`src/rtl/mmx_wb_arbiter_if.sv`:
```
// Bus bundle for the MMX writeback arbiter: two writeback requesters, the
// destination-reservation port, the hazard-check port and the register file write port.
interface mmx_wb_arbiter_if;
    logic        a_valid;
    logic [2:0]  a_reg;
    logic [63:0] a_data;
    logic        a_ready;

    logic        b_valid;
    logic [2:0]  b_reg;
    logic [63:0] b_data;
    logic        b_ready;

    logic        alloc_en;
    logic [2:0]  alloc_reg;
    logic        alloc_ready;

    logic [2:0]  rd_mm1;
    logic [2:0]  rd_mm2;
    logic        rd_stall;

    logic        wr_en;
    logic [2:0]  wr_reg;
    logic [63:0] wr_data;

    logic [7:0]  busy;
    logic        underflow_err;

    modport slave (
        input  a_valid, a_reg, a_data, b_valid, b_reg, b_data,
        input  alloc_en, alloc_reg, rd_mm1, rd_mm2,
        output a_ready, b_ready, alloc_ready, rd_stall,
        output wr_en, wr_reg, wr_data, busy, underflow_err
    );

    modport master (
        output a_valid, a_reg, a_data, b_valid, b_reg, b_data,
        output alloc_en, alloc_reg, rd_mm1, rd_mm2,
        input  a_ready, b_ready, alloc_ready, rd_stall,
        input  wr_en, wr_reg, wr_data, busy, underflow_err
    );
endinterface

```
`src/rtl/mmx_wb_arbiter.sv`:
```
// Round-robin writeback arbiter for the MMX register file, with a per-register
// pending-write scoreboard that drives source-operand hazard stalls.
module mmx_wb_arbiter (
    input logic             clk,
    input logic             rst,
    mmx_wb_arbiter_if.slave bus
);

    logic        last_b;
    logic        grant_a;
    logic        grant_b;

    logic        wr_en_q;
    logic [2:0]  wr_reg_q;
    logic [63:0] wr_data_q;

    logic [1:0]  cnt     [8];
    logic [1:0]  cnt_nxt [8];
    logic [7:0]  inc_vec;
    logic [7:0]  dec_vec;
    logic [7:0]  busy_vec;
    logic        alloc_fire;
    logic        underflow_q;
    logic        underflow_nxt;

    // Ties go to whichever requester did not win the last transfer; no grant in reset.
    always_comb begin
        // NOTE: every output of a combinational block gets a default first so no latch is inferred.
        grant_a = 1'b0;
        grant_b = 1'b0;
        if (!rst) begin
            if (bus.a_valid && (!bus.b_valid || last_b)) grant_a = 1'b1;
            else if (bus.b_valid)                        grant_b = 1'b1;
        end
    end

    assign bus.a_ready = grant_a;
    assign bus.b_ready = grant_b;

    always_ff @(posedge clk or posedge rst) begin
        if (rst) begin
            last_b    <= 1'b1;
            wr_en_q   <= 1'b0;
            wr_reg_q  <= 3'd0;
            wr_data_q <= 64'd0;
        end else begin
            // NOTE: state registers use non-blocking assignment so all flops update together.
            wr_en_q <= grant_a | grant_b;
            if (grant_a) begin
                wr_reg_q  <= bus.a_reg;
                wr_data_q <= bus.a_data;
                last_b    <= 1'b0;
            end else if (grant_b) begin
                wr_reg_q  <= bus.b_reg;
                wr_data_q <= bus.b_data;
                last_b    <= 1'b1;
            end
        end
    end

    assign bus.wr_en   = wr_en_q;
    assign bus.wr_reg  = wr_reg_q;
    assign bus.wr_data = wr_data_q;

    assign bus.alloc_ready = (cnt[bus.alloc_reg] != 2'd3);
    assign alloc_fire      = bus.alloc_en & bus.alloc_ready;
    assign inc_vec         = alloc_fire ? (8'd1 << bus.alloc_reg) : 8'd0;
    assign dec_vec         = wr_en_q    ? (8'd1 << wr_reg_q)      : 8'd0;

    // An allocate and a commit hitting the same register cancel out.
    always_comb begin
        underflow_nxt = underflow_q;
        for (int n = 0; n < 8; n++) begin
            cnt_nxt[n]  = cnt[n];
            busy_vec[n] = (cnt[n] != 2'd0);
            if (inc_vec[n] && !dec_vec[n]) begin
                cnt_nxt[n] = cnt[n] + 2'd1;
            end else if (dec_vec[n] && !inc_vec[n]) begin
                if (cnt[n] == 2'd0) underflow_nxt = 1'b1;
                else                cnt_nxt[n]    = cnt[n] - 2'd1;
            end
        end
    end

    always_ff @(posedge clk or posedge rst) begin
        if (rst) begin
            // NOTE: the counter array is only eight flop pairs, so it is reset like any other state.
            for (int n = 0; n < 8; n++) cnt[n] <= 2'd0;
            underflow_q <= 1'b0;
        end else begin
            for (int n = 0; n < 8; n++) cnt[n] <= cnt_nxt[n];
            underflow_q <= underflow_nxt;
        end
    end

    assign bus.busy          = busy_vec;
    assign bus.underflow_err = underflow_q;
    assign bus.rd_stall      = busy_vec[bus.rd_mm1] | busy_vec[bus.rd_mm2];

endmodule

```
`src/flat_wrapper.sv`:
```
// flat-port wrapper written by rule: the top's interface ports become plain ports
module mmx_wb_arbiter_flat 
  (clk, rst, bus_a_valid, bus_a_reg, bus_a_data, bus_b_valid, bus_b_reg, bus_b_data, bus_alloc_en, bus_alloc_reg, bus_rd_mm1, bus_rd_mm2, bus_a_ready, bus_b_ready, bus_alloc_ready, bus_rd_stall, bus_wr_en, bus_wr_reg, bus_wr_data, bus_busy, bus_underflow_err);
  mmx_wb_arbiter_if bus_i ();
  input logic clk;
  input logic rst;
  input wire logic [$bits(bus_i.a_valid)-1:0] bus_a_valid;
  input wire logic [$bits(bus_i.a_reg)-1:0] bus_a_reg;
  input wire logic [$bits(bus_i.a_data)-1:0] bus_a_data;
  input wire logic [$bits(bus_i.b_valid)-1:0] bus_b_valid;
  input wire logic [$bits(bus_i.b_reg)-1:0] bus_b_reg;
  input wire logic [$bits(bus_i.b_data)-1:0] bus_b_data;
  input wire logic [$bits(bus_i.alloc_en)-1:0] bus_alloc_en;
  input wire logic [$bits(bus_i.alloc_reg)-1:0] bus_alloc_reg;
  input wire logic [$bits(bus_i.rd_mm1)-1:0] bus_rd_mm1;
  input wire logic [$bits(bus_i.rd_mm2)-1:0] bus_rd_mm2;
  output wire logic [$bits(bus_i.a_ready)-1:0] bus_a_ready;
  output wire logic [$bits(bus_i.b_ready)-1:0] bus_b_ready;
  output wire logic [$bits(bus_i.alloc_ready)-1:0] bus_alloc_ready;
  output wire logic [$bits(bus_i.rd_stall)-1:0] bus_rd_stall;
  output wire logic [$bits(bus_i.wr_en)-1:0] bus_wr_en;
  output wire logic [$bits(bus_i.wr_reg)-1:0] bus_wr_reg;
  output wire logic [$bits(bus_i.wr_data)-1:0] bus_wr_data;
  output wire logic [$bits(bus_i.busy)-1:0] bus_busy;
  output wire logic [$bits(bus_i.underflow_err)-1:0] bus_underflow_err;
  assign bus_i.a_valid = bus_a_valid;
  assign bus_i.a_reg = bus_a_reg;
  assign bus_i.a_data = bus_a_data;
  assign bus_i.b_valid = bus_b_valid;
  assign bus_i.b_reg = bus_b_reg;
  assign bus_i.b_data = bus_b_data;
  assign bus_i.alloc_en = bus_alloc_en;
  assign bus_i.alloc_reg = bus_alloc_reg;
  assign bus_i.rd_mm1 = bus_rd_mm1;
  assign bus_i.rd_mm2 = bus_rd_mm2;
  assign bus_a_ready = bus_i.a_ready;
  assign bus_b_ready = bus_i.b_ready;
  assign bus_alloc_ready = bus_i.alloc_ready;
  assign bus_rd_stall = bus_i.rd_stall;
  assign bus_wr_en = bus_i.wr_en;
  assign bus_wr_reg = bus_i.wr_reg;
  assign bus_wr_data = bus_i.wr_data;
  assign bus_busy = bus_i.busy;
  assign bus_underflow_err = bus_i.underflow_err;
  mmx_wb_arbiter u_core (.clk(clk), .rst(rst), .bus(bus_i));
endmodule
```
`config.mk`:
```
export PLATFORM = sky130hd
export DESIGN_NAME = mmx_wb_arbiter_flat
export DESIGN_NICKNAME = d
export VERILOG_FILES = /design/src/rtl/mmx_wb_arbiter_if.sv /design/src/rtl/mmx_wb_arbiter.sv /design/src/flat_wrapper.sv
export SDC_FILE = /design/constraint.sdc
export NUM_CORES = 1
export LEC_CHECK = 0
export CAP_MARGIN = 20
export CORE_UTILIZATION = 43
export CTS_CLUSTER_SIZE = 28
export DETAILED_ROUTE_END_ITERATION = 10
export PLACE_DENSITY = 0.91
export SLEW_MARGIN = 20
export SYNTH_ARGS = -nofsm -noshare
export SYNTH_HDL_FRONTEND = slang
export SYNTH_SLANG_ARGS = --single-unit
```
`constraint.sdc`:
```
create_clock -name clk -period 12.9 [get_ports clk]
set_input_delay 3.87 -clock clk [delete_from_list [all_inputs] [get_ports clk]]
set_output_delay 3.87 -clock clk [all_outputs]
set_load 0.02 [all_outputs]
```
==> results of run 1 <==
-- through the flow --
step	cell area, sq um	std cells	worst slack [ns]	hold WS [ns]	utilization
5_1_grt	7010	865	3.04	0.528	0.714
3_5_place_dp	6760	849	3.14	0.484	0.689
2_1_floorplan	4360	507	2.35	0.508	-
3_3_place_gp	6760	849	3.19	0.483	0.689
6_report	7010	865	3.14	0.503	0.714
4_1_cts	7010	865	3.14	0.505	0.714
-- final timing paths --
| path | startpoint | endpoint | slack (ns) | depth (start not counted) |
|---|---|---|---|---|
| max | bus_alloc_reg[0] | bus_alloc_ready | 3.14 | 4 |
| min | u_core.bus.underflow_err | u_core.bus.underflow_err | 0.50 | 2 |
| max reg2reg | u_core.cnt[7] | u_core.bus.underflow_err | 10.88 | 7 |
| min reg2reg | u_core.bus.underflow_err | u_core.bus.underflow_err | 0.50 | 2 |
| max in group asynchronous | rst | u_core.bus.wr_data[0] | 7.77 | 3 |
| min in group asynchronous | rst | u_core.bus.wr_data[11] | 3.98 | 2 |
-- final cells by class --
cell class,count,area share
timing repair buffer,232,0.330
sequential,86,0.307
multi-input combinational,359,0.283
tap,133,0.0237
inverter,39,0.0211
clock buffer,9,0.0177
clock inverter,7,0.0171
-- cells by family (layout without fill, tap and decap cells) --
logic type      count (synthesis)  after routing  share of synthesized area
mux                             9              9                     0.0324
flops                          86             86                      0.494
buf+inv                        62            287                     0.0557
fa+ha+maj                      16             16                     0.0459
compound gates                104            104                      0.147
simple gates                  230            230                      0.225
-- placed cells by master (no fill, tap or decap) --
cell               n
nand4_1            4
nand3b_1           1
o21ai_0           14
o21a_1             1
inv_1             38
a21oi_1            9
dfstp_2            1
nor4b_1            1
mux2_2             1
nor3b_1            6
dfrtp_1           85
nand4bb_1          1
a31oi_1            2
or2_2              2
inv_8              1
nor2_4             1
mux2i_1            4
clkinv_2           3
o22ai_1           72
clkbuf_8           9
nand2_1           33
and2_1             1
nand3_1            4
mux4_2             4
buf_4              4
ha_1              16
nor4_1             1
nor3_1             6
bufinv_16          3
nor2b_1            8
o211ai_4           1
a211oi_1           2
clkdlybuf4s50_1  228
nor2_1           155
inv_6              1
or4b_1             1
nand3_2            1
nand4b_1           4
a211o_1            2
a22o_1             1
-- where the power goes --
group	total (mW)	leakage (nW)	internal (mW)	switching, mW
clock network	0.232	0.126	0.130	0.102
logic	0.338	1.97	0.167	0.171
registers	0.367	0.960	0.320	0.0469
total	0.937	3.06	0.617	0.320
-- routing by layer --
metal  vias up  wire [microns]
met5         -               0
met4         0             442
met3        41            1210
met2       230            7500
met1      2248            5390
li1       2180               -
-- critical path, cell delays in order --
cell,delay (ns)
clkdlybuf4s50_1,0.68
mux4_2,0.55
mux2_2,0.27
clkdlybuf4s50_1,0.53
==> impl_metrics.env, run 1 <==
export IMPL_synth_nets=671
export IMPL_setup_viol=0
export IMPL_synth_seq_area_share=0.494
export IMPL_finalHoldViolCount=0
export IMPL_finalCritPeriodShare=0.757
export IMPL_initial_utilization=0.444
export IMPL_grt_pass1_vias=4643
export IMPL_multi_input_area_sq_mm=0.00198
export IMPL_syn_area_sq_mm=0.00436
export IMPL_worstSkewPairLatency_ns=0.36
export IMPL_clk_path_buf_depth=2
export IMPL_drt_iter0_markers=190
export IMPL_fin_setup_tns_ns=0
export IMPL_maxSlewViolCount=0
export IMPL_first_pass_iters=7
export IMPL_die_h_microns=103
export IMPL_routed_wl_mm=14.5
export IMPL_antenna_cells=0
export IMPL_fin_skew_ns=0.0137
export IMPL_met3_usage=0.0969
export IMPL_powerDensity_mw_per_mm2=134
export IMPL_postRouteAntennaNets=0
export IMPL_portBuffers=228
export IMPL_numCtsBuffers=9
export IMPL_synth_cell_type_count=34
export IMPL_yosysTopAreaCell="dfrtp_1"
export IMPL_synth_avg_cell_area_sq_um=8.60
export IMPL_slew_headroom=0.499
export IMPL_routabilityCongestion=0.893
export IMPL_num_fill_cells=738
export IMPL_cp_required_ns=9.03
export IMPL_row_count=36
export IMPL_area_growth_syn_to_layout_pct=60.8
export IMPL_grt_usage=0.276
export IMPL_finish_net_count=891
export IMPL_die_area_sq_mm=0.0105
export IMPL_routed_via_density=5.43
export IMPL_synthTopCellsByArea="dfrtp_1 (49%), nor2_1 (13%), o22ai_1 (10%), ha_1 (4.6%), inv_1 (3.4%)"
export IMPL_htree_levels=3
export IMPL_synth_seq_cells=86
export IMPL_cts_sinks=86
export IMPL_cts_tree="built"
export IMPL_place_hpwl_mm=10.9
export IMPL_grt_util_met1=0.315
export IMPL_ir_worst_vdd_mv=0.0736
export IMPL_drive_gt1_frac=0.0437
export IMPL_start_kind="input pin"
export IMPL_die_w_microns=103
export IMPL_ios=229
export IMPL_hold_buffers=0
export IMPL_wl_per_cell_microns=16.8
export IMPL_post_synth_top_count_cell="nor2_1"
export IMPL_antenna_found_initial=0
export IMPL_via_count=4699
export IMPL_rsz0062_at_grt="no"
export IMPL_ys_top_cells_by_count="nor2_1 (156), dfrtp_1 (85), o22ai_1 (72)"
export IMPL_cts_setup_buffers=0
export IMPL_worstPathArrival_ns=5.89
export IMPL_busiest_layer="met2"
export IMPL_clk_pin_slew_ns=0.08
export IMPL_p_leak_nw=3.06
export IMPL_clock_root_buffer="clkbuf_8"
export IMPL_grt_start_max_net_pins=69
export IMPL_endpoint_kind="output pin"
export IMPL_worst_pin_slew_ns=0.751
export IMPL_finalPower_mw=0.937
export IMPL_yosysWarnings=0
export IMPL_use_met2=0.474
export IMPL_async_reset_ff_frac=1.00
export IMPL_crit_type="in -> out"
export IMPL_ctsResizeCount=0
export IMPL_largest_register_ffs=64
export IMPL_cp_max_fo=10
export IMPL_clock_fmax_ghz=0.102
export IMPL_drv_cap=0
export IMPL_ys_flop_type="dfrtp_1"
export IMPL_drc=0
export IMPL_postSynthCellCount=507
export IMPL_grt_pass1_wl_mm=22.1
export IMPL_grt_overflow=0
export IMPL_outcome="finished, final reports clean"
export IMPL_hold_class="reg -> reg"
export IMPL_seq_area_sq_mm=0.00215
export IMPL_synth_edf_count=0
export IMPL_fin_crit_ns=9.76
export IMPL_core_area_sq_mm=0.00982
export IMPL_synth_top_area_share=0.488
Note: power is estimated with default switching activity, not from simulation.
==> run 2, diff against run 1 <==
Settings changed: CORE_UTILIZATION 43 to 40, PLACE_DENSITY 0.91 to 0.85.
Clock period 12.9 ns to 9.2 ns, I/O delays scaled along.
==> impl_metrics.env, run 2 (synthesized netlist as in run 1, its figures left out) <==
export IMPL_numCtsBuffers=9
export IMPL_grt_usage=0.254
export IMPL_drt_iter0_markers=243
export IMPL_die_w_microns=106
export IMPL_die_area_sq_mm=0.0113
export IMPL_holdWs_ns=0.541
export IMPL_fin_skew_ns=0.0117
export IMPL_row_count=37
export IMPL_die_h_microns=106
export IMPL_clk_path_buf_depth=2
export IMPL_placed_cell_area_sq_mm=0.00677
export IMPL_routabilityCongestion=0.919
export IMPL_maxSlewViolCount=0
export IMPL_htree_levels=3
export IMPL_fin_util=0.664
export IMPL_ctsResizeCount=0
export IMPL_routed_via_density=5.28
export IMPL_hold_class="reg -> reg"
export IMPL_fin_setup_tns_ns=0
export IMPL_worstPathArrival_ns=4.79
export IMPL_start_kind="input pin"
export IMPL_wl_per_cell_microns=16.5
export IMPL_grt_start_max_net_pins=69
export IMPL_routed_wl_mm=14.3
export IMPL_first_pass_iters=4
export IMPL_largest_register_ffs=64
export IMPL_final_common_cell="clkdlybuf4s50_1"
export IMPL_grt_pass1_vias=4729
export IMPL_endpoint_kind="output pin"
export IMPL_cp_required_ns=6.44
export IMPL_core_area_sq_mm=0.0105
export IMPL_worstSkewPairLatency_ns=0.35
export IMPL_post_place_ws_ns=1.65
export IMPL_area_growth_syn_to_layout_pct=59.4
export IMPL_cts_sinks=86
export IMPL_design_area_sq_mm=0.00695
export IMPL_place_hpwl_mm=10.9
export IMPL_clk_pin_slew_ns=0.08
export IMPL_powerDensity_mw_per_mm2=178
export IMPL_setup_viol=0
export IMPL_finish_net_count=891
export IMPL_worst_pin_slew_ns=0.737
export IMPL_grt_overflow=0
export IMPL_initial_utilization=0.417
export IMPL_p_leak_nw=3.03
export IMPL_num_fill_cells=848
export IMPL_hold_buffers=0
export IMPL_outcome="finished, final reports clean"
export IMPL_drive_gt1_frac=0.0437
export IMPL_cp_max_fo=10
export IMPL_rsz0062_at_grt="no"
export IMPL_fin_crit_ns=7.55
export IMPL_multi_input_area_sq_mm=0.00198
export IMPL_antenna_found_initial=0
export IMPL_most_common_layout_cells="clkdlybuf4s50_1 (228), nor2_1 (155), dfrtp_1 (85)"
export IMPL_seq_area_sq_mm=0.00215
export IMPL_finalHoldViolCount=0
export IMPL_cts_tree="built"
export IMPL_finalCritPeriodShare=0.821
export IMPL_rrSetupSlack_ns=7.29
export IMPL_postRouteAntennaNets=0
export IMPL_antenna_cells=0
export IMPL_dp_cells=852
export IMPL_ir_worst_vdd_mv=0.0927
export IMPL_slew_headroom=0.509
export IMPL_clock_root_buffer="clkbuf_8"
export IMPL_crit_type="in -> out"
export IMPL_layoutNonFillerInstCount=868
export IMPL_cts_setup_buffers=0
export IMPL_drv_cap=0
export IMPL_clock_fmax_ghz=0.132
export IMPL_drc=0
export IMPL_portBuffers=228
export IMPL_layout_setup_ws_ns=1.65
export IMPL_grt_pass1_wl_mm=22.5
export IMPL_ios=229
export IMPL_via_count=4584
export IMPL_finalPower_mw=1.23
==> run 2: changes by cell type in the layout (fill, tap and decap cells not counted) <==
| cell | change |
|---|---|
| clkinvlp_4 | +1 |
| inv_6 | +1 |
| inv_8 | -1 |
| bufinv_16 | -3 |
| clkbuf_8 | +1 |
| clkinv_4 | +1 |
==> run 2: metal layers <==
layer / GRT usage / wire length (microns) / vias up
li1: - / - / 2169
met3: 0.0607 / 1040 / 26
met2: 0.465 / 7590 / 205
met4: 0.0952 / 287 / 0
met1: 0.283 / 5370 / 2184
met5: 0 / 0 / -
==> run 2: final cells by class <==
cell class                 count  share of cell area
clock inverter                 6             0.00630
inverter                      39              0.0212
multi-input combinational    359               0.286
sequential                    86               0.310
clock buffer                  10              0.0198
timing repair buffer         232               0.333
tap                          136              0.0245
==> run 2: final timing paths <==
| path | startpoint | end | depth (start not counted) |
|---|---|---|---|
| worst max-delay path | bus_alloc_reg[0] | bus_alloc_ready | 4 |
| worst min-delay path | u_core.bus.underflow_err | u_core.bus.underflow_err | 2 |
| worst max register to register | u_core.cnt[7] | u_core.cnt[7] | 6 |
| worst min register to register | u_core.bus.underflow_err | u_core.bus.underflow_err | 2 |
| max in group asynchronous | rst | u_core.cnt[10] | 3 |
| min in group asynchronous | rst | u_core.bus.wr_data[35] | 2 |
==> run 2: where the power goes <==
group	total [mW]	switching, mW	internal, mW	leakage (nW)
sequential	0.514	0.0659	0.448	0.960
clock	0.250	0.143	0.107	0.0930
combinational	0.470	0.236	0.234	1.97
==> run 2: worst max-delay path, cell delays in order <==
cell	delay [ns]
clkdlybuf4s50_1	0.68
mux4_2	0.54
mux2_2	0.27
clkdlybuf4s50_1	0.55
